**config.mk**
```make
export PLATFORM = sky130hd
export DESIGN_NAME = prog_loader
export DESIGN_NICKNAME = d
export VERILOG_FILES = /design/src/rtl/salamander_pkg.sv /design/src/rtl/prog_loader_chk.sv /design/src/rtl/prog_loader.sv
export SDC_FILE = /design/constraint.sdc
export NUM_CORES = 1
export LEC_CHECK = 0
export BUFFER_PORTS_ARGS = -buffer_cell sky130_fd_sc_hd__buf_2
export CORE_AREA = 2 2 72 46
export DETAILED_ROUTE_END_ITERATION = 7
export DIE_AREA = 0 0 74 48
export PLACE_DENSITY = 0.84
export SLEW_MARGIN = 10
export SYNTH_ARGS = -nofsm -noshare
export SYNTH_HDL_FRONTEND = slang
export SYNTH_HIERARCHICAL = 1
export SYNTH_SLANG_ARGS = --single-unit
```
**constraint.sdc**
```tcl
create_clock -name clk -period 4.7 [get_ports clk]
set_input_delay 0.47 -clock clk [delete_from_list [all_inputs] [get_ports clk]]
set_output_delay 0.47 -clock clk [all_outputs]
set_load 0.01 [all_outputs]
```
**src/rtl/salamander_pkg.sv**
```systemverilog
// Shared definitions for the program loader: FSM states, length limit, error codes.
// Latency: n/a (types and constants only).
// Backpressure: n/a.
package salamander_pkg;

  // Loader FSM states; the checksum state exists only when PROG_LOADER_CHKSUM_EN is defined
  typedef enum logic [2:0] {
    ST_IDLE,
    ST_LEN,
    ST_DATA,
`ifdef PROG_LOADER_CHKSUM_EN
    ST_CHK,
`endif
    ST_DONE,
    ST_ERR
  } load_state_t;

  // Largest program the loader accepts (one word per memory location)
  localparam int LOAD_LEN_MAX = 32;

  // err_code values
  localparam logic [1:0] ERR_NONE = 2'b00;
  localparam logic [1:0] ERR_LEN  = 2'b01;
  localparam logic [1:0] ERR_DATA = 2'b10;
  localparam logic [1:0] ERR_CHK  = 2'b11;

endpackage

```
**src/rtl/prog_loader_chk.sv**
```systemverilog
// Running XOR of accepted data bytes, used to validate the trailing checksum byte.
// Latency: accumulator reflects a byte one cycle after en; clr wins over en.
// Backpressure: none; updates only when the loader strobes en.
module prog_loader_chk (
  input  logic       clk,
  input  logic       rstn,
  input  logic       clr,
  input  logic       en,
  input  logic [7:0] din,
  output logic [7:0] acc
);

  // Accumulate XOR of enabled bytes, restart on clr
  always_ff @(posedge clk or negedge rstn) begin
    if (!rstn)    acc <= 8'h00;
    else if (clr) acc <= 8'h00;
    else if (en)  acc <= acc ^ din;
  end

endmodule

```
**src/rtl/prog_loader.sv**
```systemverilog
// Loads a length-prefixed byte stream into program memory, then releases the CPU.
// Latency: memory write strobe one cycle after each accepted data byte; done the cycle after the last strobe.
// Backpressure: in_ready is a function of state only; one byte per cycle while in LEN/DATA/CHK.
// Optional feature: define PROG_LOADER_CHKSUM_EN to require a trailing XOR checksum byte.
module prog_loader
  import salamander_pkg::*;
#(
  parameter int DATA_SIZE = 6,
  parameter int ADDR_SIZE = 5
) (
  input  logic                 clk,
  input  logic                 rstn,
  input  logic                 start,
  input  logic                 in_valid,
  input  logic [7:0]           in_data,
  output logic                 in_ready,
  output logic                 mem_we,
  output logic [ADDR_SIZE-1:0] mem_addr,
  output logic [DATA_SIZE-1:0] mem_wdata,
  output logic                 cpu_run,
  output logic                 done,
  output logic                 err,
  output logic [1:0]           err_code
);

  // Counter is one bit wider than the address so a full 32-word load never wraps
  localparam int CW = ADDR_SIZE + 1;

  load_state_t   state_q, state_d;
  logic [CW-1:0] cnt_q;
  logic [CW-1:0] len_q;
  logic [1:0]    err_code_q, err_code_d;
  logic          accept;
  logic          wr_d, cnt_clr, cnt_inc, len_ld;
  logic          len_bad, byte_bad, last_word;

  assign accept    = in_valid && in_ready;
  assign len_bad   = (in_data == 8'd0) || (in_data > 8'(LOAD_LEN_MAX));
  assign byte_bad  = (in_data >> DATA_SIZE) != 8'd0;
  assign last_word = (cnt_q + CW'(1)) == len_q;

`ifdef PROG_LOADER_CHKSUM_EN
  logic [7:0] chk_acc;
  logic       chk_en;

  assign chk_en = accept && (state_q == ST_DATA);

  prog_loader_chk u_chk (
    .clk  (clk),
    .rstn (rstn),
    .clr  (cnt_clr),
    .en   (chk_en),
    .din  (in_data),
    .acc  (chk_acc)
  );
`endif

  // State register
  always_ff @(posedge clk or negedge rstn) begin
    if (!rstn) state_q <= ST_IDLE;
    else       state_q <= state_d;
  end

  // Next-state and datapath control
  always_comb begin
    state_d    = state_q;
    err_code_d = err_code_q;
    wr_d       = 1'b0;
    cnt_clr    = 1'b0;
    cnt_inc    = 1'b0;
    len_ld     = 1'b0;
    in_ready   = 1'b0;
    case (state_q)
      ST_IDLE, ST_DONE, ST_ERR: begin
        if (start) begin
          state_d    = ST_LEN;
          cnt_clr    = 1'b1;
          err_code_d = ERR_NONE;
        end
      end
      ST_LEN: begin
        in_ready = 1'b1;
        if (accept) begin
          if (len_bad) begin
            state_d    = ST_ERR;
            err_code_d = ERR_LEN;
          end else begin
            state_d = ST_DATA;
            len_ld  = 1'b1;
          end
        end
      end
      ST_DATA: begin
        in_ready = 1'b1;
        if (accept) begin
          if (byte_bad) begin
            state_d    = ST_ERR;
            err_code_d = ERR_DATA;
          end else begin
            wr_d    = 1'b1;
            cnt_inc = 1'b1;
            if (last_word) begin
`ifdef PROG_LOADER_CHKSUM_EN
              state_d = ST_CHK;
`else
              state_d = ST_DONE;
`endif
            end
          end
        end
      end
`ifdef PROG_LOADER_CHKSUM_EN
      ST_CHK: begin
        in_ready = 1'b1;
        if (accept) begin
          if (chk_acc == in_data) begin
            state_d = ST_DONE;
          end else begin
            state_d    = ST_ERR;
            err_code_d = ERR_CHK;
          end
        end
      end
`endif
      default: state_d = ST_IDLE;
    endcase
  end

  // Word counter, length latch, memory write port and error code
  always_ff @(posedge clk or negedge rstn) begin
    if (!rstn) begin
      cnt_q      <= '0;
      len_q      <= '0;
      mem_we     <= 1'b0;
      mem_addr   <= '0;
      mem_wdata  <= '0;
      err_code_q <= ERR_NONE;
    end else begin
      mem_we     <= wr_d;
      err_code_q <= err_code_d;
      if (cnt_clr)      cnt_q <= '0;
      else if (cnt_inc) cnt_q <= cnt_q + CW'(1);
      if (len_ld) len_q <= in_data[CW-1:0];
      if (wr_d) begin
        mem_addr  <= cnt_q[ADDR_SIZE-1:0];
        mem_wdata <= in_data[DATA_SIZE-1:0];
      end
    end
  end

  // Completion flags follow the state; done waits out the final write strobe
  assign done     = (state_q == ST_DONE) && !mem_we;
  assign cpu_run  = done;
  assign err      = (state_q == ST_ERR);
  assign err_code = err_code_q;

endmodule

```
==> results by group, run 1 <==
Synthesis
  – Ys async rst share: 100%
  – Post-Synthesis Cells: between 150 and 200
  – Commonest cells post-synth: 39 x nand2_1, 29 x dfrtp_1, 9 x nor2_1, 7 x o21ai_0
  – Seq/Total Area, Yosys: between 40% and 50%
  – Top post-synthesis cells by area: dfrtp_1 48%, nand2_1 9.7%, mux2_4 6.0%, xnor2_1 2.9%, o21ai_0 2.3%
  – Cell variety after synth: 41
  – Most used flip-flop cell after synthesis: dfrtp_1
  – Seq cells post-synth: 29
  – Synth Cell Area: between 1500 and 2000 um^2
  – Post-synth EDFFs: 0
  – Syn Area/Cell: 9.67 um^2
  – Synth warn: 6
  – Synth top area share: 48.1%
  – Dominant cell type by area after synthesis: dfrtp_1
  – Most numerous cell in the Yosys netlist: nand2_1
  – Mapped Nets: 169

Clock network
  – Clock-pin slew on the worst setup and hold paths: 60 ps
  – CTS max path bufs: 2
  – Htree depth: 2
  – Setup repair bufs after CTS: 0
  – CTS sink cnt: 29
  – CTS hold repair buffers: 0
  – Post-CTS Resized: 0
  – CTS Buf Count: 5
  – Clock Latency Late Sink: 280 ps
  – Root buffer cell: clkbuf_8
  – TritonCTS clock tree: yes

Power and ir drop
  – VDD IR max: 0.326 mV
  – Total power: 830 uW
  – Pwr Density: 469 nW/um^2
  – Leakage: 0.914 nW

Routing
  – WL met3: 352 um
  – Routed wl met2: ~1500 um
  – Routed Antenna Nets: 0
  – Max layer used: met4
  – Routed vias: 1,289
  – Detailed Route Iter0 Violations: 176
  – Drt drc: 0
  – Drt wl/cell: 15.1 um
  – Detailed-routing wirelength on met1: 1490 um
  – Via-to-Cell Ratio: 5.70
  – Total Wirelength: 3420 um
  – Drt pass-1 iters: 4

Min path
  – Hold crit path type: in -> async

Worst setup path
  – WP data required: 4870 ps
  – Crit path buf inv count: 1
  – Setup CP Type: reg -> reg
  – Startpoint types: flip-flop
  – Worst r2r src: state_q[1]
  – Largest delay share family, worst path: simple AND/OR/NAND/NOR gates
  – Critical Path End Type: flip-flop
  – CP max-delay cell: clkinv_1
  – CP max stage delay: 630 ps
  – Reg2Reg Depth: 6
  – Highest fanout seen on the critical path: 18
  – R2r setup slk: 2010 ps
  – Crit-path cells: nor3b_1 > nand3_1 > clkinv_1 > nor2_1 > o21ai_0 > o31ai_1
  – R2r endpoint: cnt_q[3]
  – Critical Path AT: 2860 ps

Die
  – Die Span Y: 48 um
  – Die width: 74 um
  – Die area: about 3600 um^2
  – Initial Utilization: roughly 53%
  – Core ar.: 2830 um^2
  – Core Rows: 15
  – Top-Level Pins: 30

GRT
  – Total track usage: 21.8%
  – Initial antenna violation count: 0
  – Largest net degree at the start of global routing: 30
  – Vias in the first global route: 1,103
  – Overflow after GRT: 0
  – First-pass GRT wire length: 5460 um

STA
  – # setup viols final: 0
  – RSZ-0062 raised after global routing: no
  – Post-route clock period utilization: 57.3%
  – Actual slew at the worst max-slew pin: ~740 ps
  – Max_slew headroom: 50.5%
  – Hold slack: 203 ps
  – Fmax: 371 MHz
  – Worst Clk Skew: 5.00 ps
  – Final WS setup: 2010 ps
  – Number of max-slew violations in the final report: 0
  – TNS Setup: 0 ps
  – Tmin final: ~2700 ps
  – Fin. Hold Viols: 0

Placement
  – Placed cell area: about 1700 um^2
  – Routability cong.: between 0.9 and 1
  – DP Cell Count: 218
  – DP HPWL: between 2000 and 2500 um
  – Buffers on Ports: 29
  – Worst slack at placement: roughly 2100 ps

Flow run
  – Max Cap Viol: 0

Status
  – Outcome: finished, final reports clean

Finish
  – Area grow syn2layout: 17.4%
  – Number of antenna repair diodes: 0
  – Final instance area: ~1800 um^2
  – Finished Layout Cells: 226
  – Post-layout util: 62.5%
  – Nets: 196
  – Layout cells sized above 1: 25.5%
## per-layer routing
metal	GRT usage, %	up-vias
met5	0	-
met4	6.55	0
met3	7.16	5
met2	32.7	57
met1	30.5	632
li1	-	595
## placed cells by master, fill, tap and decap left out, types with 2 or more instances in the layout
cell type	n
xnor2_1	5
xor2_1	4
nand2_1	39
nand2b_1	3
a31oi_1	2
o31ai_1	3
or2_2	2
buf_2	29
and2_1	2
a21oi_1	3
o21ai_0	7
clkbuf_8	6
mux2i_1	2
a32o_1	2
nand3_1	6
nor3_1	2
a211o_1	2
dfrtp_1	29
nor2_1	9
mux2_4	6
## area by class of cell
class                           instances  area [um^2]
Clock buffer                            7         86.3
Clock inverter                          1         30.0
Fill cell                             217         1060
Inverter                                1         3.75
Multi-Input combinational cell        117          728
Sequential cell                        29          726
Tap cell                               42         52.6
Timing Repair Buffer                   29          145
## worst max-delay path by stage
stage | startpoint | to | depth (start not counted)
after floorplan | in_data[0] | len_q[0] | 5
after global placement | in_data[0] | len_q[3] | 5
after detailed placement | in_data[7] | cnt_q[3] | 7
after CTS | state_q[1] | cnt_q[3] | 6
after global routing | state_q[1] | cnt_q[3] | 6
final | state_q[1] | cnt_q[3] | 6
## kinds of logic after synthesis
group | share of synthesized area, %
mux | 7.30
fa+ha+maj | 0.829
flops | 48.1
simple gates | 21.9
buf+inv | 3.65
xor+xnor | 5.22
compound gates | 13.0
## power breakdown
part,internal (mW),switching [mW]
clock,0.172,0.0905
sequential,0.296,0.0557
combinational,0.116,0.0993
## state kept, by name, indices dropped and copies added (netlist names)
name	count
state_q	3
len_q	6
mem_wdata	6
cnt_q	6
mem_addr	5
err_code	2
mem_we	1
Note: power is estimated with default switching activity, not from simulation.
==> inputs of run 2 (changes only) <==
Settings changed: CORE_AREA 2 2 72 46 to 2 2 76 49, DIE_AREA 0 0 74 48 to 0 0 78 51, PLACE_DENSITY 0.84 to 0.79.
Clock period 4.7 ns to 2.4 ns, I/O delays scaled along.
==> run 2 against run 1 <==
Combinational power rose by 91%. Fmax rose by 37%. Critical path depth fell by 2. Worst setup slack got worse by 1600 ps. Final area rose by 0.71%. Utilization fell by 10 points. Clock skew rose by 2.4 ps. Sequential cell count did not move. Routed wire length fell by 6.9%. Clock power rose by 45%.
==> results by group, run 2 (synthesis gave the netlist of run 1 again) <==
Status
  – Outcome: finished, final reports clean

STA
  – Tmin final: 1960 ps (-733 ps)
  – Fin. Hold Viols: 0 (unchanged)
  – Actual slew at the worst max-slew pin: 655 ps (-85.0 ps)
  – Post-route clock period utilization: 81.7% (+24 points)
  – Max_slew headroom: 56.4% (+5.8 points)
  – Fmax: 510 MHz (+37%)
  – Hold slack: 174 ps (-29.1 ps)
  – Number of max-slew violations in the final report: 0 (unchanged)
  – # setup viols final: 0 (unchanged)
  – Final WS setup: 438 ps (-1570 ps)
  – Worst Clk Skew: 7.42 ps (+2.42 ps)
  – TNS Setup: 0 ps (unchanged)
  – RSZ-0062 raised after global routing: no

Min path
  – Hold crit path type: in -> reg
  – Worst hold endpoint: mem_wdata[3]
  – Hold_sp: in_data[3]
  – Hold Path Cell Cnt: 3

Clock network
  – CTS sink cnt: 29 (unchanged)
  – Clock-pin slew on the worst setup and hold paths: 60 ps (about the same)
  – CTS Buf Count: 5 (unchanged)
  – Htree depth: 2 (unchanged)
  – CTS max path bufs: 2 (unchanged)
  – Root buffer cell: clkbuf_8
  – Clock Latency Late Sink: 290 ps (about the same)
  – TritonCTS clock tree: yes
  – Setup repair bufs after CTS: 0 (unchanged)

Finish
  – Layout cells sized above 1: 27.0% (+1.4 points)
  – Finished Layout Cells: 236 (+4.4%)
  – Nets: 201 (+2.6%)
  – Final instance area: 1780 um^2 (+0.71%)
  – Most frequent cells in the layout: 39 x nand2_1, 29 x dfrtp_1, 29 x buf_2
  – Most common cell after layout, fill and taps aside: nand2_1
  – Largest regs: cnt_q (6), len_q (6), mem_wdata (6)
  – Number of antenna repair diodes: 0 (unchanged)
  – Area grow syn2layout: 18.2%

Placement
  – Worst slack at placement: 320 ps (-1800 ps)
  – Placed cell area: 1690 um^2 (+2.2%)
  – Routability cong.: 0.791 (-14%)
  – DP Cell Count: 227 (+4.1%)
  – Buffers on Ports: 29 (unchanged)
  – DP HPWL: 2300 um (-7.2%)

Routing
  – Routed Antenna Nets: 0 (unchanged)
  – Detailed Route Iter0 Violations: 54 (-69%)
  – Drt pass-1 iters: 4 (unchanged)
  – Total Wirelength: 3180 um (-6.9%)
  – Drt drc: 0 (unchanged)
  – Via-to-Cell Ratio: 5.24 (-8.1%)
  – Routed vias: 1,237 (-4.0%)
  – Drt wl/cell: 13.5 um (-11%)

Die
  – Die area: 3980 um^2 (+12%)
  – Core ar.: 3400 um^2 (+20%)
  – Die Span Y: 51 um (+6.3%)
  – Initial Utilization: 44.3% (-8.9 points)
  – Core Rows: 17 (+2)
  – Top-Level Pins: 30 (unchanged)
  – Die width: 78 um (+5.4%)

GRT
  – Total track usage: 18.3% (-3.4 points)
  – Initial antenna violation count: 0 (unchanged)
  – Largest net degree at the start of global routing: 30 (unchanged)
  – Vias in the first global route: 1,139 (+3.3%)
  – Overflow after GRT: 0 (unchanged)
  – First-pass GRT wire length: 5430 um (-0.62%)

Worst setup path
  – Critical Path End Type: flip-flop
  – Critical Path AT: 2130 ps (-730 ps)
  – WP data required: 2570 ps (-2300 ps)
  – R2r endpoint: len_q[2]
  – Startpoint types: flip-flop
  – Setup CP Type: reg -> reg
  – Highest fanout seen on the critical path: 11 (-7)
  – Reg2Reg Depth: 4 (-2)
  – R2r setup slk: 440 ps (-1570 ps)
  – Worst r2r src: state_q[0]

Power and ir drop
  – Net switching power: 469 uW (+91%)
  – Comb pwr share: 27.9% (+1.9 points)
  – Sequential power share: 46.3% (+3.9 points)
  – Leakage: 0.924 nW (+1.1%)
  – Pwr Density: 830 nW/um^2 (+77%)
  – Sw Ratio: 31.7% (+2.1 points)
  – Cell-internal power: 1.01 mW (+73%)
  – Clock Power Share: 25.8% (-5.9 points)
  – VDD IR max: 0.444 mV (+36%)

Flow run
  – Max Cap Viol: 0 (unchanged)
[run 2: changes by cell type in the layout (fill, tap and decap cells not counted), sizes merged]
| cell | change |
|---|---|
| clkbuf | -1 |
| dlygate4sd3 | +1 |
| bufinv | -1 |
| buf | +4 |
| clkinv | +2 |
[run 2: stage by stage]
step                      total power [mW]  utilization, %
after floorplan                      0.986               -
after global placement                1.09            49.7
after detailed placement              1.11            49.7
after CTS                             1.50            52.4
after global routing                  1.57            52.4
final                                 1.48            52.4
[run 2: final cells by class]
class                           instances  area [um^2]
Clock buffer                            6         72.6
Multi-Input combinational cell        117          728
Sequential cell                        29          726
Clock inverter                          2         10.0
Inverter                                1         3.75
Fill cell                             340         1620
Tap cell                               47         58.8
Timing Repair Buffer                   34          185
[run 2: worst max path at each step]
stage | from | end | slack, ps
finish | state_q[0] | len_q[2] | 440
global route | state_q[0] | len_q[3] | 360
CTS | state_q[0] | len_q[2] | 440
detailed placement | in_data[0] | len_q[2] | 320
global placement | in_data[0] | len_q[2] | 360
floorplan | in_data[0] | len_q[0] | 550
[run 2: routing by layer]
| metal | routed length [um] | up-vias | GRT usage [%] |
|---|---|---|---|
| li1 | - | 600 | - |
| met4 | 59 | 0 | 8.77 |
| met5 | 0 | - | 0 |
| met2 | 1370 | 35 | 25.0 |
| met3 | 165 | 6 | 5.30 |
| met1 | 1580 | 596 | 26.6 |
[run 2: power groups by stage]
stage               Sequential (mW)  Combinational, mW  Clock [mW]
floorplan                     0.648              0.338           0
global placement              0.685              0.406           0
detailed placement            0.692              0.417           0
CTS                           0.684              0.420       0.393
global route                  0.700              0.461       0.413
finish                        0.686              0.413       0.382
[run 2: worst max-delay path: stages (launching register included)]
cell and delay [ps]:
dfrtp_1 520, or2b_2 360, nor2_1 150, and4b_1 480
mux2_4 340
[run 2: repair_timing]
item                      4_1_cts  5_1_grt
hold endpoints to repair       23        0
gates resized for setup         0        0
hold buffers                    1        0
==> inputs of run 3 (changes only) <==
Settings changed: ABC_AREA from default to 1, CORE_AREA 2 2 76 49 to 2 2 72 46, DIE_AREA 0 0 78 51 to 0 0 74 48, PLACE_DENSITY 0.79 to 0.83.
Clock period 2.4 ns to 2 ns, I/O delays scaled along.
==> run 3 against run 2 <==
Register-to-register slack got worse by 130 ps. Cell count grew 15%. Count of clock-buffer cells in the layout up 1. Worst hold slack got worse by 22 ps. Combinational power is 55% higher. Sequential power increased by 23%.
==> results by group, run 3 <==
Finish
  – Number of antenna repair diodes: 0 (unchanged)
  – Largest regs: cnt_q (6), len_q (6), mem_wdata (6)
  – Area grow syn2layout: 17.3%
  – Post-layout util: 62.1% (+9.7 points)
  – Layout cells sized above 1: 20.9% (-6.1 points)
  – Nets: 243 (+21%)
  – Finished Layout Cells: 272 (+15%)
  – Most frequent cells in the layout: 63 x nand2_1, 29 x dfrtp_1, 29 x buf_2
  – Most common cell after layout, fill and taps aside: nand2_1
  – Fillcell total: 255 (-25%)

Routing
  – Drt pass-1 iters: 4 (unchanged)
  – Routed vias: 1,307 (+5.7%)
  – Routed Antenna Nets: 0 (unchanged)
  – Via-to-Cell Ratio: 4.81 (-8.3%)
  – Drt drc: 0 (unchanged)
  – Total Wirelength: 3320 um (+4.5%)
  – Drt wl/cell: 12.2 um (-9.3%)
  – Detailed Route Iter0 Violations: 74 (+37%)

Synthesis
  – Post-synth EDFFs: 0 (unchanged)
  – Commonest cells post-synth: 63 x nand2_1, 29 x dfrtp_1, 28 x inv_1, 20 x nand3_1, 11 x nor2_1
  – Seq cells post-synth: 29 (unchanged)
  – Synth Cell Area: 1500 um^2 (-0.58%)
  – Seq/Total Area, Yosys: 48.4% (+0.28 points)
  – Synth top area share: 48.4% (+0.28 points)
  – Syn Area/Cell: 7.62 um^2 (-21%)
  – Synth warn: 6 (unchanged)
  – Post-Synthesis Cells: 197 (+26%)
  – Top post-synthesis cells by area: dfrtp_1 48%, nand2_1 16%, inv_1 7.0%, nand3_1 6.7%, o21ai_0 3.0%
  – Mapped Nets: 210 (+24%)
  – Ys async rst share: 100% (unchanged)
  – Dominant cell type by area after synthesis: dfrtp_1
  – Cell variety after synth: 21 (-49%)
  – Most numerous cell in the Yosys netlist: nand2_1
  – Most used flip-flop cell after synthesis: dfrtp_1

STA
  – Max_slew headroom: 57.9% (+1.6 points)
  – Post-route clock period utilization: 84.6% (+2.9 points)
  – Hold slack: 152 ps (-21.7 ps)
  – Fmax: 591 MHz (+16%)
  – # setup viols final: 0 (unchanged)
  – RSZ-0062 raised after global routing: no
  – Number of max-slew violations in the final report: 0 (unchanged)
  – Worst Clk Skew: 1.34 ps (-6.08 ps)
  – TNS Setup: 0 ps (unchanged)
  – Actual slew at the worst max-slew pin: 631 ps (-23.7 ps)
  – Tmin final: 1690 ps (-269 ps)
  – Fin. Hold Viols: 0 (unchanged)

Worst setup path
  – Critical path origin: state_q[2]
  – Critical Path AT: 1850 ps (-280 ps)
  – WP data required: 2150 ps (-420 ps)
  – Worst r2r src: state_q[2]
  – Startpoint types: flip-flop
  – Critical Path End Type: flip-flop
  – Setup CP Type: reg -> reg
  – Highest fanout seen on the critical path: 24 (+13)

Die
  – Die Span Y: 48 um (-5.9%)
  – Core Rows: 15 (-2)
  – Die area: 3550 um^2 (-11%)
  – Core ar.: 2830 um^2 (-17%)
  – Top-Level Pins: 30 (unchanged)
  – Initial Utilization: 52.9% (+8.6 points)
  – Die width: 74 um (-5.1%)

Power and ir drop
  – Leakage: 0.958 nW (+3.7%)
  – Clock Power Share: 24.0% (-1.8 points)
  – Net switching power: 700 uW (+49%)
  – Comb pwr share: 32.8% (+4.9 points)
  – Sw Ratio: 35.9% (+4.2 points)
  – Total power: 1.95 mW (+32%)
  – Pwr Density: 1110 nW/um^2 (+34%)
  – Sequential power share: 43.2% (-3.1 points)
  – Cell-internal power: 1.25 mW (+24%)
  – VDD IR max: 0.601 mV (+35%)

Clock network
  – Setup repair bufs after CTS: 0 (unchanged)
  – Htree depth: 2 (unchanged)
  – Root buffer cell: clkbuf_8
  – CTS Buf Count: 5 (unchanged)
  – TritonCTS clock tree: yes
  – CTS hold repair buffers: 1 (unchanged)
  – CTS sink cnt: 29 (unchanged)
  – Post-CTS Resized: 0 (unchanged)
  – CTS max path bufs: 2 (unchanged)
  – Clock Latency Late Sink: 270 ps (-20 ps)
  – Clock-pin slew on the worst setup and hold paths: 60 ps (about the same)

GRT
  – Vias in the first global route: 1,176 (+3.2%)
  – Global-route track usage on met1: 34.0% (+7.4 points)
  – Overflow after GRT: 0 (unchanged)
  – GRT busiest layer: met1
  – Met2 capacity usage during global routing: 28.6% (+3.6 points)
  – Total track usage: 21.7% (+3.4 points)
  – First-pass GRT wire length: 5470 um (+0.76%)
  – Largest net degree at the start of global routing: 30 (unchanged)
  – Met3 usage: 6.11% (+0.80 points)
  – Initial antenna violation count: 0 (unchanged)

Min path
  – Hold crit path type: in -> reg
  – Hold_sp: in_data[3]

Placement
  – Buffers on Ports: 29 (unchanged)
  – DP HPWL: 2580 um (+12%)
  – Routability cong.: 0.939 (+19%)
  – DP Cell Count: 264 (+16%)

Flow run
  – Max Cap Viol: 0 (unchanged)

Status
  – Outcome: finished, final reports clean
==> run 3: cell count changes after synthesis, moves of 4 or more <==
cell	delta
nand2_1	+24
mux2_4	-6
nand3_1	+14
xor2_1	-4
o21ai_1	+9
xnor2_1	-5
clkbuf_1	-4
inv_1	+28
==> run 3: cell families (layout without fill, tap and decap cells) <==
family                   Yosys count  in the layout  share of synthesized area (%)
buffers and inverters             35             68                           10.0
AND/OR/NAND/NOR                  107            107                           31.8
flip-flops                        29             29                           48.4
adder cells (fa/ha/maj)            1              1                          0.834
AO/OA/AOI/OAI                     25             25                           9.01
==> run 3: power by group through the flow <==
stage | clock network [mW] | logic, mW | registers (mW)
floorplan | 0 | 0.401 | 0.864
global placement | 0 | 0.624 | 0.841
detailed placement | 0 | 0.637 | 0.849
CTS | 0.476 | 0.645 | 0.842
global route | 0.510 | 0.738 | 0.866
finish | 0.469 | 0.640 | 0.843
==> run 3: path summary, 6_finish.rpt <==
check / end / slack [ps] / cells past startpoint
worst max-delay path: cnt_q[5] / 310 / 6
worst min-delay path: len_q[3] / 150 / 3
worst max register to register: cnt_q[5] / 310 / 6
worst min register to register: err_code[1] / 470 / 2
max in group asynchronous: len_q[0] / 1110 / 2
min in group asynchronous: mem_addr[3] / 480 / 2
==> run 3: critical path, stage by stage, from the launching register on <==
cell	delay, ps
dfrtp_1	450
nor3_2	360
inv_2	90
nor2_4	140
nand2_4	180
nand2_1	230
o21ai_0	110
==> run 3: through the flow <==
step	instance area, um^2	setup WS [ps]
2_1_floorplan	1500	544
3_3_place_gp	1660	368
3_5_place_dp	1660	335
4_1_cts	1760	334
5_1_grt	1760	194
6_report	1760	307
==> run 3: cell type report <==
type                            instances  area (um^2)  area share, %
Clock buffer                            7         86.3           4.90
Timing Repair Buffer                   30          155           8.81
Sequential cell                        29          726           41.2
Tap cell                               42         52.6           2.99
Inverter                               31          116           6.61
Multi-Input combinational cell        133          624           35.5
==> run 3: metal layers <==
metal	wire, um	vias to the layer above
met3	179	2
met2	1280	40
met4	7	0
met1	1850	574
met5	0	-
li1	-	691
